===== src/rtl/uart_top.sv =====
// Single-channel UART transmitter: start bit, DATA_WIDTH data bits LSB-first, optional parity, stop bit.
// Build option: UART_TOP_BACK2BACK_EN lets a request made during the stop bit start the next frame with no idle gap.
module uart_top #(
  parameter int unsigned DATA_WIDTH = 8
) (
  input  logic                  CLK,
  input  logic                  RST,
  input  logic [DATA_WIDTH-1:0] P_DATA,
  input  logic                  DATA_VALID,
  input  logic                  PAR_ENABLE,
  input  logic                  PAR_TYPE,
  output logic                  S_DATA,
  output logic                  BUSY
);

  localparam int unsigned CNT_W = (DATA_WIDTH > 1) ? $clog2(DATA_WIDTH) : 1;
  localparam logic [CNT_W-1:0] LAST_BIT = CNT_W'(DATA_WIDTH - 1);

  typedef enum logic [2:0] {
    IDLE   = 3'd0,
    START  = 3'd1,
    DATA   = 3'd2,
    PARITY = 3'd3,
    STOP   = 3'd4
  } state_e;

  state_e                state_q, state_d;
  logic [CNT_W-1:0]      cnt_q, cnt_d;
  logic [DATA_WIDTH-1:0] data_q, data_d;
  logic                  par_en_q, par_en_d;
  logic                  par_type_q, par_type_d;
  logic                  s_data_q, s_data_d;
  logic                  busy_q, busy_d;
  logic                  accept;

  // state_q names the bit currently on the line; s_data_d is the bit of the next state
  always_comb begin
    state_d    = state_q;
    cnt_d      = cnt_q;
    data_d     = data_q;
    par_en_d   = par_en_q;
    par_type_d = par_type_q;
    s_data_d   = s_data_q;
    busy_d     = busy_q;
    accept     = 1'b0;

    case (state_q)
      IDLE: begin
        s_data_d = 1'b1;
        if (DATA_VALID) accept = 1'b1;
      end
      START: begin
        state_d  = DATA;
        cnt_d    = '0;
        s_data_d = data_q[0];
      end
      DATA: begin
        if (cnt_q == LAST_BIT) begin
          if (par_en_q) begin
            state_d  = PARITY;
            s_data_d = par_type_q ? ~^data_q : ^data_q;
          end else begin
            state_d  = STOP;
            s_data_d = 1'b1;
          end
        end else begin
          cnt_d    = cnt_q + CNT_W'(1);
          s_data_d = data_q[cnt_d];
        end
      end
      PARITY: begin
        state_d  = STOP;
        s_data_d = 1'b1;
      end
      STOP: begin
        state_d  = IDLE;
        s_data_d = 1'b1;
        busy_d   = 1'b0;
`ifdef UART_TOP_BACK2BACK_EN
        if (DATA_VALID) accept = 1'b1;
`endif
      end
      default: begin
        state_d  = IDLE;
        s_data_d = 1'b1;
        busy_d   = 1'b0;
      end
    endcase

    // Acceptance latches the frame settings and drives the start bit at the same edge
    if (accept) begin
      state_d    = START;
      data_d     = P_DATA;
      par_en_d   = PAR_ENABLE;
      par_type_d = PAR_TYPE;
      cnt_d      = '0;
      s_data_d   = 1'b0;
      busy_d     = 1'b1;
    end
  end

  always_ff @(posedge CLK or negedge RST) begin
    if (!RST) begin
      state_q    <= IDLE;
      cnt_q      <= '0;
      data_q     <= '0;
      par_en_q   <= 1'b0;
      par_type_q <= 1'b0;
      s_data_q   <= 1'b1;
      busy_q     <= 1'b0;
    end else begin
      state_q    <= state_d;
      cnt_q      <= cnt_d;
      data_q     <= data_d;
      par_en_q   <= par_en_d;
      par_type_q <= par_type_d;
      s_data_q   <= s_data_d;
      busy_q     <= busy_d;
    end
  end

  assign S_DATA = s_data_q;
  assign BUSY   = busy_q;

endmodule


===== config.mk =====
export PLATFORM = sky130hd
export DESIGN_NAME = uart_top
export DESIGN_NICKNAME = d
export VERILOG_FILES = /design/src/rtl/uart_top.sv
export SDC_FILE = /design/constraint.sdc
export NUM_CORES = 1
export LEC_CHECK = 0
export CORE_MARGIN = 2
export CORE_UTILIZATION = 47
export DETAILED_ROUTE_END_ITERATION = 6
export PLACE_DENSITY_LB_ADDON = 0.15
export SYNTH_ARGS = -nofsm -noshare
export SYNTH_HDL_FRONTEND = slang
export SYNTH_SLANG_ARGS = --single-unit
export TNS_END_PERCENT = 100

===== constraint.sdc =====
create_clock -name CLK -period 1.8 [get_ports CLK]
set_input_delay 0.36 -clock CLK [delete_from_list [all_inputs] [get_ports CLK]]
set_output_delay 0.36 -clock CLK [all_outputs]
set_load 0.01 [all_outputs]

# Yosys cells after proc, flatten, opt, wreduce, memory -nomap -nowiden
# Cells that the tools add are included.
[op_classes] addsub=1 muxes=18 n_eq_ne=8 n_reduce_logical=7 n_lt_le_gt_ge=1
[ops] cell="two-way mux 3 bit" n=5
[ops] cell="case mux 3 bit (4 select lines)" n=1
[ops] cell="two-way mux 1 bit" n=9
[ops] cell="XNOR reduction 8 bit" n=1
[ops] cell="parity 8 bit" n=1
[ops] cell="== test 3 x 2 -> 1 bit (second input constant)" n=2
[ops] cell="!= test 3 bit (second input constant)" n=2
[ops] cell="case mux 3 bit (2 select lines)" n=1
[ops] cell="< comparator 3 x 4 -> 1 bit (second input constant)" n=1
[ops] cell="AND reduction 2 bit" n=2
[ops] cell="OR reduction 4 bit" n=1
[ops] cell="adder 3 x 1 -> 3 bit (second input constant)" n=1
[ops] cell="binary-select mux 1 bit (select 3 bit)" n=1
[ops] cell="== test 3 x 1 -> 1 bit (second input constant)" n=1
[ops] cell="== test 3 bit (second input constant)" n=1
[ops] cell="logical NOT 3 bit" n=1
[ops] cell="nonzero test 3 bit" n=1
[ops] cell="!= test 2 x 1 -> 1 bit (second input constant)" n=1
[ops] cell="!= test 2 bit (second input constant)" n=1
[ops] cell="case mux 1 bit (2 select lines)" n=1
[word_totals] word_cells=42 in_bits=13 output_inout_bits=2 ff_bits=18

# Logic depth before layout (Yosys ltp)
[logic_depth] ltp_word=6 mapped_depth=6 mapped_depth_nobuf=6

# Worst setup path before layout
# Ideal clock, no wire load.
[synth_timing] path_type="register to register" start="register cnt_q[0]" end="register s_data_q, in the netlist S_DATA" stages_incl_launch_ff=7 t_required_ps=1732 slack_ps=39 t_arrival_ps=1693 path_buffers=1 synth_period_minus_slack_ps=1761 path_cell_list="dfrtp_1 > ha_1 > buf_4 > mux2i_1 > mux4_2 > a21o_1 > a21oi_2"
[synth_via] elab_chain_cells=6 elab_cells_between_ends=7 classes_between="add/sub: 1; eq/ne: 1; mux: 5"
[synth_lines] item="start, declared" line_no="28" rtl="logic [CNT_W-1:0] cnt_q, cnt_d;"
[synth_lines] item="start signal, assigned" line_no="113" rtl="cnt_q <= cnt_d;"
[synth_lines] item="adder 3 x 1 -> 3 bit" line_no="67" rtl="cnt_d = cnt_q + CNT_W'(1);"
[synth_lines] item="binary-select mux 1 bit (select 3 bit)" line_no="68" rtl="s_data_d = data_q[cnt_d];"
[synth_lines] item="two-way mux 1 bit (not written as such)" line_no="68"
[synth_lines] item="two-way mux 1 bit (*)" line_no="58" rtl="if (cnt_q == LAST_BIT) begin"
[synth_lines] item="case mux 1 bit (2 select lines) (*)" line_no="47" rtl="case (state_q)"
[synth_lines] item="two-way mux 1 bit (*)" line_no="91" rtl="if (accept) begin"
[synth_lines] item="net s_data_d" line_no="32" rtl="logic s_data_q, s_data_d;"
[synth_lines] item="end signal, assigned" line_no="117" rtl="s_data_q <= s_data_d;"
[synth_lines] item="end, declared" line_no="32"
# Mark *: on every way through the listed nets, which the timed path passes. The rest lies on a longest branch. The select of a mux whose other input is x is not followed.
# A chain may end at the register's enable or synchronous reset.

# Final worst setup path
[layout_timing] start="register s_data_q, in the netlist S_DATA" end="output S_DATA"
[layout_rtl] item="end, declared" line_no="12" rtl="output logic S_DATA,"
# No word-level cell between the ends.

==> out/metrics.json <==
{
  "worstMarginPinSlew": {"value": 0.526, "unit": "ns"},
  "final_antenna_net_count": {"value": 0},
  "path_delay_family": {"value": "flip-flops"},
  "final_max_slew_violation_count": {"value": 0},
  "synth_compound_gate_area_share": {"value": 12.0, "unit": "%"},
  "synth_top_family_by_area": {"value": "multiplexers"},
  "cp_slowest_stage_delay": {"value": 0.53, "unit": "ns"},
  "tritoncts.num_buffers": {"value": 3},
  "maximum_ir_drop_on_the_vdd_rail": {"value": 1360, "unit": "uV"},
  "leading_cell_type_in_the_layout_fill_and_taps_excluded": {"value": "dfrtp_1"},
  "detailedRoute.firstIterationViolations": {"value": 1},
  "gp_congestion": {"value": 0.769},
  "timing.critical_path.cells": {"value": "clkdlybuf4s50_1"},
  "timing.final.hold_violations": {"value": 0},
  "die_h": {"value": 49.9, "unit": "um"},
  "critical_path.n_buffers_inverters": {"value": 1},
  "cellPowerDensity": {"value": 1760, "unit": "nW/um2"},
  "clockBufferDepth": {"value": 2},
  "worst_r2r_path_depth": {"value": 5},
  "post-cts-setup-buffer-count": {"value": 0},
  "ctsRootBufferMaster": {"value": "clkbuf_4"},
  "timing.setup.tns": {"value": 0, "unit": "ns"},
  "avgSynthCellArea": {"value": 13.0, "unit": "um2"},
  "synth_simple_gate_area_share": {"value": 7.95, "unit": "%"},
  "area_growth": {"value": 23.6, "unit": "%"},
  "type_of_the_most_critical_hold_path": {"value": "primary input to asynchronous set/reset pin"},
  "aggregate_global_route_resource_usage": {"value": 16.2, "unit": "%"},
  "synth.lib_cells_used.distinct": {"value": 33},
  "detail_route.wirelength": {"value": 1.76, "unit": "mm"},
  "final_nets": {"value": 112},
  "path_class": {"value": "flip-flop to primary output"},
  "route.detailed.drc": {"value": 0},
  "muxShareOfSynthArea": {"value": 18.8, "unit": "%"},
  "dp.final_hpwl": {"value": 1.36, "unit": "mm"},
  "vias": {"value": 643},
  "slew_headroom": {"value": 64.4, "unit": "%"},
  "drtPass1Iterations": {"value": 3},
  "synth_cells": {"value": 76},
  "reg2reg_to": {"value": "S_DATA$_DFF_PN1_"},
  "fin_worst_skew": {"value": 0.0106, "unit": "ns"},
  "reg2reg_slack": {"value": 0.12, "unit": "ns"},
  "start_kind": {"value": "flip-flop"},
  "crit_path_max_fanout": {"value": 1},
  "vias_in_the_first_global_route": {"value": 682},
  "setup.worst_path.end_class": {"value": "primary output"},
  "chipWidth": {"value": 49.9, "unit": "um"},
  "yosys_top_cell_area_share": {"value": 42.9, "unit": "%"},
  "yosys_warnings": {"value": 0},
  "max-cap-violations": {"value": 0},
  "synthAdderAreaFrac": {"value": 2.53, "unit": "%"},
  "post-route-period-util": {"value": 94.6, "unit": "%"},
  "antenna_found_initial": {"value": 0},
  "final_period_minus_worst_setup_slack": {"value": 1.70, "unit": "ns"},
  "antenna_cells": {"value": 0},
  "cts_tree": {"value": "yes"},
  "routed_via_density": {"value": 5.23},
  "finalNonFillerCells": {"value": 123},
  "clk_pin_slew": {"value": 0.11, "unit": "ns"},
  "cts.sinks": {"value": 18},
  "yosys-top-cells-area": {"value": "dfrtp_1 43%, mux2_2 11%, xnor3_1 4.5%"},
  "routed_wire_length_per_instance": {"value": 14.3, "unit": "um"},
  "pin_count_of_the_biggest_net_entering_global_routing": {"value": 11},
  "status": {"value": "finished clean"},
  "start_util": {"value": 50.0, "unit": "%"},
  "timing.critical_path.slowest_stage_cell": {"value": "dfstp_2"},
  "p_leak": {"value": 0.527, "unit": "nW"},
  "max_freq": {"value": 587, "unit": "MHz"},
  "fin_total_pwr": {"value": 0.00216, "unit": "W"},
  "pin_count": {"value": 15},
  "fp-row-count": {"value": 16},
  "clock_latency": {"value": 0.30, "unit": "ns"},
  "placed_cells_incl_taps": {"value": 119},
  "crit_arrival": {"value": 1.34, "unit": "ns"},
  "post_synth_instance_area": {"value": 991, "unit": "um2"},
  "preCtsSetupSlack": {"value": -0.0991, "unit": "ns"},
  "timing.critical_path.required": {"value": 1.44, "unit": "ns"},
  "global_route_wire_length_before_repair": {"value": 2.98, "unit": "mm"},
  "grt-ovfl-total": {"value": 0},
  "share_of_layout_cells_above_drive_strength_1": {"value": 28.1, "unit": "%"},
  "dieArea": {"value": 2490, "unit": "um2"},
  "grt_setup_unrepaired": {"value": "false"},
  "num-fill-cells": {"value": 165},
  "synth_fp_nets": {"value": 91},
  "setup_slack": {"value": 0.0977, "unit": "ns"},
  "portBuffers": {"value": 14},
  "setup_viol": {"value": 0},
  "cts_htree_levels": {"value": 1},
  "most-common-layout-cells": {"value": "17 x dfrtp_1, 14 x clkdlybuf4s50_1, 10 x mux2_2, 6 x buf_4, 4 x mux2i_1"},
  "synth.largest_area_cell": {"value": "dfrtp_1"},
  "sequential_element_share_of_the_synthesized_area": {"value": 45.6, "unit": "%"},
  "synth_xor_area_share": {"value": 9.60, "unit": "%"},
  "worst_reg2reg_startpoint": {"value": "cnt_q[0]$_DFFE_PN0P_"},
  "yosys_register_bits": {"value": 18},
  "postCtsHoldBufs": {"value": 0},
  "core_region": {"value": 1980, "unit": "um2"}
}
[cell families after synthesis]
| logic type | count (synthesis) |
|---|---|
| DFF | 18 |
| muxes | 16 |
| AOI/OAI and AO/OA | 15 |
| and+or+nand+nor | 12 |
| buffers and inverters | 7 |
| xor gates and xnor gates | 6 |
| adders and majority gates | 2 |
[final cells by class]
| cell class | count | area, um2 | area share, % |
|---|---|---|---|
| multi-input cells | 51 | 517 | 42.2 |
| well taps | 27 | 33.8 | 2.76 |
| flip-flops and latches | 18 | 452 | 36.9 |
| inverters | 3 | 11.3 | 0.919 |
| clock buffers | 4 | 26.3 | 2.15 |
| repair buffers | 20 | 185 | 15.1 |
[state kept, by name, indices dropped and copies added, names as in the netlist]
| name | flops |
|---|---|
| S_DATA | 1 |
| par_en_q | 1 |
| cnt_q | 3 |
| BUSY | 1 |
| data_q | 8 |
| par_type_q | 1 |
| state_q | 3 |
[synth_stat cells]
cell and n:
nor3b_1 1, nor2b_1 1, clkbuf_1 1, dfrtp_1 17, o22ai_1 1, ha_1 2, o21bai_1 1, dfstp_2 1
o21ai_0 1, xnor2_1 2, a22o_1 2, or3b_4 1, inv_1 3, a21oi_2 1, xor3_1 1, a21oi_1 3
nor3b_2 1, nand2b_1 2, a31oi_1 1, xor2_1 1, nand2_1 3, mux2_1 1, a21o_1 3, nor2_1 1
xnor3_1 2, nor4b_1 1, mux4_2 1, a2111oi_2 2, mux2i_1 4, buf_2 1, mux2_2 10, buf_4 2
nor3_1 1
[routing by layer]
metal  share of wire [%]  GRT usage (%)  routed length (um)  vias to the layer above
li1                    -              -                   -                      317
met1                  45           19.1                 798                      311
met2                  50           28.2                 878                       11
met3                 3.2           3.33                  56                        4
met4                 1.7           6.94                  30                        0
met5                   0              0                   0                        -
[what timing repair did]
item	CTS	global route
cloned	0	0
endpoints found under the setup margin	1	1
gates resized for setup	1	1
[report_power, final]
part	switching, W	internal [W]	total (W)
Clock	0.000124	0.0000862	0.000210
Sequential	0.000219	0.000599	0.000818
Combinational	0.000385	0.000743	0.00113
Total	0.000728	0.00143	0.00216
[how the worst max path moves through the flow]
stage / end / startpoint / cells after the start / slack [ns]
final: S_DATA / S_DATA$_DFF_PN1_ / 1 / 0.1
after global routing: S_DATA$_DFF_PN1_ / cnt_q[0]$_DFFE_PN0P_ / 5 / 0.04
after CTS: S_DATA$_DFF_PN1_ / cnt_q[1]$_DFFE_PN0P_ / 5 / 0.05
after detailed placement: data_q[3]$_DFFE_PN0P_ / DATA_VALID / 5 / -0.1
after global placement: data_q[1]$_DFFE_PN0P_ / DATA_VALID / 5 / -0.07
after floorplan: S_DATA$_DFF_PN1_ / cnt_q[0]$_DFFE_PN0P_ / 6 / 0.04
[stage by stage]
| step | util [%] | hold slack, ns | area, um2 |
|---|---|---|---|
| after floorplan | - | 0.0644 | 991 |
| after global placement | 59.8 | 0.470 | 1190 |
| after detailed placement | 59.8 | 0.476 | 1190 |
| after CTS | 61.3 | 0.365 | 1210 |
| after global routing | 61.8 | 0.354 | 1220 |
| final | 61.8 | 0.344 | 1220 |
No activity file was read; power rests on OpenSTA's default activity.
==> RTL change (config.mk and constraints unchanged) <==
`DATA_WIDTH`: 8 -> 16.
--- a/src/rtl/uart_top.sv
+++ b/src/rtl/uart_top.sv
@@ -3,3 +3,3 @@
 module uart_top #(
-  parameter int unsigned DATA_WIDTH = 8
+  parameter int unsigned DATA_WIDTH = 16
 ) (
Ports: changed (resized P_DATA); port bits go from 15 to 23. No check against the original RTL was run, so the function may have changed too.
==> RTL change against the original RTL <==
The flow now finishes with violations (setup timing); final area grew 58%; sequential share of layout area down 1.8 points; sequential cell count is 9 higher; setup slack worse by 0.11 ns; power is 73% higher; area after synthesis increased by 54%; utilization up 0.88 points; routed wire length grew 70%; critical endpoint is now S_DATA; largest cell class unchanged.
==> RTL change: results (changes against the original RTL) <==
* Gr usage total at 0.1813 (was 0.1619)
* Critical Path Max Stage Delay at 0.44 ns (was 0.53 ns)
* Global-route wire length before repair at 4954 um (was 2980 um)
* LEAKAGE at 0.0007824 uW (was 0.0005270 uW)
* Status: finished with violations (was finished clean)
* Final setup viols at 1 (was 0)
* Layout Nets at 184 (was 112)
* Non-clk bufs at 36 (was 20)
* Crit-path max FO at 5 (was 1)
* CTS clk-pin slew, worst paths at 0.14 ns (was 0.11 ns)
* Hold WS at 0.3929 ns (was 0.3441 ns)
* Failing checks: setup timing
* Share of layout cells above drive strength 1 at 0.2547 (was 0.2813)
* Metal3 WL at 107 um (was 56 um)
* Final Worst Setup Slack at -0.01324 ns (was 0.09766 ns)
* Post-CTS resize count at 2 (was 1)
* Mapped Nets at 152 (was 91)
* Sequential share of the synthesized area at 0.4445 (was 0.4558)
* Vias per Instance at 5.429 (was 5.228)
* Data buffer area share at 0.1706 (was 0.1512)
* GR Layer Usage met1 at 0.2449 (was 0.1914)
* Clk tree area frac at 0.01362 (was 0.02145)
* #MultiIn Comb at 91 (was 51)
* Detail Placement HPWL at 2136 um (was 1356 um)
* Routing usage on met2 at 0.2965 (was 0.2822)
* P_sw at 1403 uW (was 728.0 uW)
* VDD IR max at 1.200 mV (was 1.363 mV)
* DR iter-0 viols at 41 (was 1)
* Drt first pass iters at 4 (was 3)
* RD Place Congestion at 0.8840 (was 0.7686)
* Worst r2r src: cnt_q[1] (was cnt_q[0])
* Ranking of synthesized cells by area: dfrtp_1 43%, mux2_2 11%, xnor2_1 6.9% (was dfrtp_1 43%, mux2_2 11%, xnor3_1 4.5%)
* Crit path max-delay family: compound AO/OA/AOI/OAI gates (was flip-flops)
-- RTL change: cell types whose count changed after synthesis, sizes merged, moves of 3 or more --
| cell | delta |
|---|---|
| mux2 | +9 |
| a21oi | -4 |
| o31ai | +3 |
| xnor2 | +10 |
| dfrtp | +9 |
| nor2 | +5 |
| o21ai | +4 |
| buf | +3 |
| mux2i | +3 |
-- RTL change: worst paths after layout --
path	endpoint	depth (start not counted)
max in group asynchronous	S_DATA	2
max reg2reg	S_DATA	6
min reg2reg	BUSY	1
min in group CLK	BUSY	1
min	data_q[2]	2
max	S_DATA	6
-- RTL change: through the flow --
stage / power [uW] / instances / setup WS (ns) / TNS, ns / area (sq um)
after floorplan: 2898 / 130 / 0.004078 / 0 / 1533
after global placement: 3353 / 201 / 0.0009733 / 0 / 1859
after detailed placement: 3377 / 201 / -0.02528 / -0.3292 / 1859
after CTS: 3698 / 205 / 0.01420 / 0 / 1904
after global routing: 4008 / 205 / -0.06814 / -0.06814 / 1929
final: 3726 / 205 / -0.01324 / -0.01324 / 1929
-- RTL change: logic make-up (layout without fill, tap and decap cells) --
family	after synthesis	after routing	share of synthesized area
mux	28	28	0.2087
compound gates	20	20	0.09861
buf+inv	12	43	0.04026
xor+xnor	16	16	0.1011
fa+ha+maj	1	1	0.008216
simple gates	26	26	0.09861
flops	27	27	0.4445
-- RTL change: power by group through the flow --
| stage | clock network, uW | logic, uW | registers [uW] |
|---|---|---|---|
| floorplan | 0 | 1800 | 1090 |
| CTS | 273 | 2290 | 1140 |
| global route | 295 | 2530 | 1190 |
| finish | 263 | 2320 | 1140 |
| global placement | 0 | 2220 | 1130 |
| detailed placement | 0 | 2230 | 1150 |
